**src/rtl/oldland_defines_pkg.sv**
```systemverilog
`default_nettype none
// ============================================================================
//  Module      : oldland_defines (package)
//  Description : Shared encodings for the oldland memory stage and its
//                byte-lane helper: access widths and stage state values.
//  Revision    : 1.0 - initial release
// ============================================================================
package oldland_defines;

    // Access width encodings as driven by the execute stage (2'b11 acts as word)
    localparam logic [1:0] MEM_WIDTH_BYTE = 2'b00;
    localparam logic [1:0] MEM_WIDTH_HALF = 2'b01;
    localparam logic [1:0] MEM_WIDTH_WORD = 2'b10;

    // Memory stage state encodings
    localparam logic [0:0] ST_IDLE = 1'b0;
    localparam logic [0:0] ST_BUSY = 1'b1;

endpackage
`default_nettype wire

```
**src/rtl/oldland_mem_lanes.sv**
```systemverilog
`default_nettype none
// ============================================================================
//  Module      : oldland_mem_lanes
//  Description : Purely combinational little-endian byte-lane logic:
//                byte enables, store data replication and load extraction
//                for byte, half and word accesses.
//  Revision    : 1.0 - initial release
// ============================================================================
module oldland_mem_lanes
    import oldland_defines::*;
(
    input  logic [1:0]  width,
    input  logic [1:0]  addr_lo,
    input  logic [31:0] store_data,
    input  logic [31:0] load_data,
    output logic [3:0]  bytesel,
    output logic [31:0] store_lanes,
    output logic [31:0] load_value
);

    logic [7:0]  w_load_byte;
    logic [15:0] w_load_half;

    // Halves ignore addr[0]; bytes use the full lane offset
    assign w_load_byte = load_data[{addr_lo, 3'b000} +: 8];
    assign w_load_half = load_data[{addr_lo[1], 4'b0000} +: 16];

    // Width-dependent lane selection; anything not byte/half behaves as word
    always_comb begin
        bytesel     = 4'b1111;
        store_lanes = store_data;
        load_value  = load_data;
        case (width)
            MEM_WIDTH_BYTE: begin
                bytesel     = 4'b0001 << addr_lo;
                store_lanes = {4{store_data[7:0]}};
                load_value  = {24'b0, w_load_byte};
            end
            MEM_WIDTH_HALF: begin
                bytesel     = addr_lo[1] ? 4'b1100 : 4'b0011;
                store_lanes = {2{store_data[15:0]}};
                load_value  = {16'b0, w_load_half};
            end
            MEM_WIDTH_WORD: begin
                bytesel     = 4'b1111;
                store_lanes = store_data;
                load_value  = load_data;
            end
            default: begin
                bytesel     = 4'b1111;
                store_lanes = store_data;
                load_value  = load_data;
            end
        endcase
    end

endmodule
`default_nettype wire

```
**src/rtl/oldland_mem_stage.sv**
```systemverilog
`default_nettype none
// ============================================================================
//  Module      : oldland_mem_stage
//  Description : Memory pipeline stage. Issues byte/half/word data-bus
//                accesses with an access/ack handshake, stalls upstream
//                while an access is outstanding, aborts on timeout and
//                hands load data or the ALU result to writeback.
//  Revision    : 1.0 - initial release
// ============================================================================
module oldland_mem_stage
    import oldland_defines::*;
#(
    parameter int TIMEOUT_CYCLES = 255
) (
    input  logic        clk,
    input  logic        rst_n,
    input  logic        mem_load,
    input  logic        mem_store,
    input  logic [1:0]  mem_width,
    input  logic [31:0] mar,
    input  logic [31:0] mdr,
    input  logic [31:0] wr_val,
    input  logic        wr_result,
    input  logic [3:0]  rd_sel,
    output logic        stall,
    output logic [31:0] d_addr,
    output logic [31:0] d_data_out,
    output logic [3:0]  d_bytesel,
    output logic        d_wr_en,
    output logic        d_access,
    input  logic        d_ack,
    input  logic [31:0] d_data_in,
    output logic [31:0] wb_val,
    output logic        wb_en,
    output logic [3:0]  wb_rd_sel,
    output logic        data_abort
);

    localparam int                 c_cnt_w        = $clog2(TIMEOUT_CYCLES + 1);
    localparam logic [c_cnt_w-1:0] c_timeout_last = c_cnt_w'(TIMEOUT_CYCLES - 1);

    logic [0:0]         r_state;
    logic [0:0]         w_state_next;
    logic [c_cnt_w-1:0] r_count;
    logic [1:0]         r_width;
    logic [1:0]         r_addr_lo;
    logic [3:0]         r_rd_sel;
    logic               r_wr_result;

    logic               w_req;
    logic               w_timeout;
    logic [1:0]         w_lane_width;
    logic [1:0]         w_lane_addr;
    logic [3:0]         w_bytesel;
    logic [31:0]        w_store_lanes;
    logic [31:0]        w_load_value;

    assign w_req     = mem_load | mem_store;
    // Last BUSY cycle before the counter would reach TIMEOUT_CYCLES
    assign w_timeout = (r_count == c_timeout_last);

    // One lane unit: IDLE needs request-side lanes, BUSY needs latched ones
    assign w_lane_width = (r_state == ST_IDLE) ? mem_width : r_width;
    assign w_lane_addr  = (r_state == ST_IDLE) ? mar[1:0]  : r_addr_lo;

    oldland_mem_lanes u_lanes (
        .width       (w_lane_width),
        .addr_lo     (w_lane_addr),
        .store_data  (mdr),
        .load_data   (d_data_in),
        .bytesel     (w_bytesel),
        .store_lanes (w_store_lanes),
        .load_value  (w_load_value)
    );

    // State register
    always_ff @(posedge clk or negedge rst_n) begin
        if (!rst_n) begin
            r_state <= ST_IDLE;
        end else begin
            r_state <= w_state_next;
        end
    end

    // Next state, stall and abort; stall is gated by reset so a held
    // request cannot assert it while the stage is in reset
    always_comb begin
        w_state_next = r_state;
        stall        = 1'b0;
        data_abort   = 1'b0;
        case (r_state)
            ST_IDLE: begin
                stall = w_req & rst_n;
                if (w_req) begin
                    w_state_next = ST_BUSY;
                end
            end
            ST_BUSY: begin
                if (d_ack) begin
                    w_state_next = ST_IDLE;
                end else if (w_timeout) begin
                    w_state_next = ST_IDLE;
                    data_abort   = 1'b1;
                end else begin
                    stall = 1'b1;
                end
            end
            default: begin
                w_state_next = ST_IDLE;
            end
        endcase
    end

    // Bus request, latched access fields, timeout counter and writeback
    always_ff @(posedge clk or negedge rst_n) begin
        if (!rst_n) begin
            d_addr      <= 32'b0;
            d_data_out  <= 32'b0;
            d_bytesel   <= 4'b0;
            d_wr_en     <= 1'b0;
            d_access    <= 1'b0;
            wb_val      <= 32'b0;
            wb_en       <= 1'b0;
            wb_rd_sel   <= 4'b0;
            r_count     <= '0;
            r_width     <= 2'b0;
            r_addr_lo   <= 2'b0;
            r_rd_sel    <= 4'b0;
            r_wr_result <= 1'b0;
        end else begin
            case (r_state)
                ST_IDLE: begin
                    if (w_req) begin
                        d_access    <= 1'b1;
                        d_addr      <= {mar[31:2], 2'b00};
                        d_bytesel   <= w_bytesel;
                        d_data_out  <= w_store_lanes;
                        d_wr_en     <= mem_store;
                        r_width     <= mem_width;
                        r_addr_lo   <= mar[1:0];
                        r_rd_sel    <= rd_sel;
                        r_wr_result <= wr_result;
                        r_count     <= '0;
                        wb_en       <= 1'b0;
                    end else begin
                        wb_val      <= wr_val;
                        wb_en       <= wr_result;
                        wb_rd_sel   <= rd_sel;
                    end
                end
                ST_BUSY: begin
                    if (d_ack || w_timeout) begin
                        d_access <= 1'b0;
                        r_count  <= '0;
                        if (d_wr_en) begin
                            wb_en     <= 1'b0;
                        end else begin
                            // An ack in the timeout cycle still delivers data
                            wb_val    <= d_ack ? w_load_value : 32'b0;
                            wb_en     <= r_wr_result;
                            wb_rd_sel <= r_rd_sel;
                        end
                    end else begin
                        r_count <= r_count + c_cnt_w'(1);
                    end
                end
                default: begin
                    d_access <= 1'b0;
                end
            endcase
        end
    end

endmodule
`default_nettype wire

```
**config.mk**
```make
export PLATFORM = sky130hd
export DESIGN_NAME = oldland_mem_stage
export DESIGN_NICKNAME = d
export VERILOG_FILES = /design/src/rtl/oldland_defines_pkg.sv /design/src/rtl/oldland_mem_lanes.sv /design/src/rtl/oldland_mem_stage.sv
export SDC_FILE = /design/constraint.sdc
export NUM_CORES = 1
export LEC_CHECK = 0
export CELL_PAD_IN_SITES_DETAIL_PLACEMENT = 1
export CELL_PAD_IN_SITES_GLOBAL_PLACEMENT = 2
export CORE_MARGIN = 1.5
export CORE_UTILIZATION = 40
export DETAILED_ROUTE_END_ITERATION = 7
export DONT_BUFFER_PORTS = 1
export GPL_ROUTABILITY_DRIVEN = 1
export PLACE_DENSITY = 0.9
export REMOVE_ABC_BUFFERS = 1
export SYNTH_ARGS = -nofsm -noshare
export SYNTH_HDL_FRONTEND = slang
export SYNTH_SLANG_ARGS = --single-unit
```
**constraint.sdc**
```tcl
create_clock -name clk -period 4.6 [get_ports clk]
set_input_delay 0.92 -clock clk [delete_from_list [all_inputs] [get_ports clk]]
set_output_delay 0.92 -clock clk [all_outputs]
set_load 0.05 [all_outputs]
```
==> run metrics <==
core area 14600 sq um; violated checks DRC; DRC viols 20; largest net degree at the start of global routing 125; layout cells sized above 1 0.122; first-pass GRT wire length 29.2 mm; final design utilization 0.461; Crit path required time 3.68 ns; Comb power frac 0.196; die area 15800 sq um; vias in the first global route 5113; Die X 126 microns; Global Route Usage Sum 0.238; #FFs+latches synth 123; relative slew slack 0.161; Primary FF master, synth dfrtp_1; area delta synth->final 12.0%; Max Freq 0.332 GHz; Worst setup SP type register; Async S/R FF share, synth 1.00; drt initial violations 275; CTS tree yes; final number of max-transition violations 0; hold_buf cts 0; final wirelength 18.6 mm; initial antenna violation count 0; P_leak 3.20 nW; Post-Synthesis Cells 606; Syn. warnings 0; most frequent cells in the layout nand2_1 (178), dfrtp_1 (123), mux2i_1 (33); H-tree depth 4; WL per Instance 23.6 microns; WHS 0.195 ns; Final setup viols 0; post-CTS setup buffer count 0; total gr overflow 0; post-synth design cell area 6030 sq um; Fin. Hold Viols 0; TNS Setup 0 ns; Starting Density 0.412; number of max-cap violations 0; power per cell area 861 nW/um^2; Critical Path Source r_count[0]; Crit Path Max Fanout 11; CTS Sinks 123; clock slew at reported path FFs 0.06 ns; Die H 126 microns; 1st-pass router iterations 8; status complete, but fails checks; Max IR drop VDD 0.315 mV; Final period util 0.654; reg2reg setup slack 1.72 ns; Unique masters post-synth 51; Site Rows 44; post-CTS sizing 0; Post-synth EDFFs 0; CP Class reg -> out; I/O Buffers 0; sequential share of the synthesized area 0.510; clock latency on the worst-skew pair 0.42 ns; switching power 2.93 mW; CTS Buffer Depth 2; Sw Ratio 0.504; DR vias/cell 6.00; Mean Syn Cell Area 9.96 sq um; fin crit period 3.01 ns; DRT antenna net count 0; GP Congestion 0.810; Ant. Diodes 0; unrepaired setup endpoints after global routing false; Worst setup endpoint stall; worst min path class in -> async; Nets 736; clk_skew 0.00776 ns; Least-Margin Pin Slew 1.25 ns; CP Data Arrival Time 2.09 ns; reg-to-reg endpoint wb_val[31]; internal power 2.89 mW; Reg2Reg Launch Point r_count[0]; FF-to-FF path depth 7; clock share of power 0.247; Top Ports 249; Reg power frac 0.558; commonest non-fill, non-tap cell in the layout nand2_1; CTS Root Cell clkbuf_16; hpwl dp 13.1 mm; DR vias 4745; CTS Buf Count 17; Crit. End Element output port
-- through the flow --
stage	setup slack [ns]	cell area (sq um)	cells	total power [mW]
floorplan	-0.474	5830	570	4.01
global placement	1.79	6120	759	4.33
detailed placement	1.72	6120	759	4.41
CTS	1.54	6760	791	5.86
global route	1.45	6760	791	6.06
finish	1.59	6760	791	5.82
-- cell type report --
cell class / instances / area, sq um
fill: 1613 / 7890
sequential: 123 / 3080
multi-input combinational: 434 / 2730
clock buffer: 19 / 443
tap: 184 / 230
clock inverter: 13 / 191
inverter: 13 / 48.8
timing repair buffer: 5 / 37.5
-- cells in the mapped netlist (all sizes together), types with 2 or more instances --
cell type,number,area share
a22oi,6,0.0075
and3,2,0.0021
nor3,4,0.0041
mux2,27,0.058
a21oi,25,0.021
a22o,27,0.039
ha,2,0.0041
a2111oi,8,0.012
nand2b,4,0.0041
nand4,2,0.0021
a31oi,14,0.017
a211o,8,0.012
inv,13,0.0081
nor2,24,0.015
o22ai,4,0.0041
clkbuf,13,0.0081
a221oi,9,0.013
o21ai,19,0.016
nor2b,3,0.0031
or2,2,0.0021
buf,24,0.026
nand3,3,0.0025
a21o,5,0.0062
a222oi,11,0.018
nand2,178,0.11
mux2i,34,0.058
dfrtp,123,0.51
-- layer usage --
layer	vias up	part of all wire	track usage
met1	2355	0.37	0.263
met2	246	0.50	0.416
li1	2126	-	-
met4	0	0.015	0.0859
met3	18	0.12	0.0947
met5	-	0	0
-- power groups by stage --
stage / combinational [mW] / clock [mW] / sequential (mW)
6_report: 1.14 / 1.44 / 3.24
3_3_place_gp: 1.08 / 0 / 3.25
5_1_grt: 1.26 / 1.50 / 3.30
3_5_place_dp: 1.14 / 0 / 3.27
2_1_floorplan: 0.880 / 0 / 3.13
4_1_cts: 1.15 / 1.46 / 3.25
-- cell families (layout without fill, tap and decap cells) --
family,after synthesis,in the layout,synth area share
compound gates,140,140,0.171
mux,61,61,0.116
other cells,1,2,0.000622
flops,123,123,0.510
fa+ha+maj,2,2,0.00415
xor+xnor,1,1,0.00145
buf+inv,50,50,0.0417
simple gates,228,228,0.155
-- flip-flops by register name (all words and copies together), names as in the netlist --
name / count
d_data_out: 32
wb_val: 32
d_addr: 30
r_count: 8
d_bytesel: 4
r_rd_sel: 4
wb_rd_sel: 4
r_addr_lo: 2
r_width: 2
d_access: 1
d_wr_en: 1
r_state: 1
r_wr_result: 1
wb_en: 1
-- worst min path at each step --
stage | slack, ns | start | cells past startpoint | endpoint
after detailed placement | 0.47 | r_rd_sel[3] | 2 | r_rd_sel[3]
after global routing | 0.18 | rst_n | 0 | d_data_out[24]
after floorplan | 0.44 | r_rd_sel[0] | 2 | r_rd_sel[0]
after global placement | 0.45 | r_rd_sel[3] | 2 | r_rd_sel[3]
final | 0.19 | rst_n | 0 | d_data_out[19]
after CTS | 0.18 | rst_n | 0 | d_data_out[27]
-- worst max-delay path, stage by stage (launching register included) --
cell	delay (ns)
dfrtp_1	0.44
inv_1	0.09
ha_1	0.13
and3_1	0.23
a21o_1	0.38
nand2_1	0.41
No activity file was read; power rests on OpenSTA's default activity.
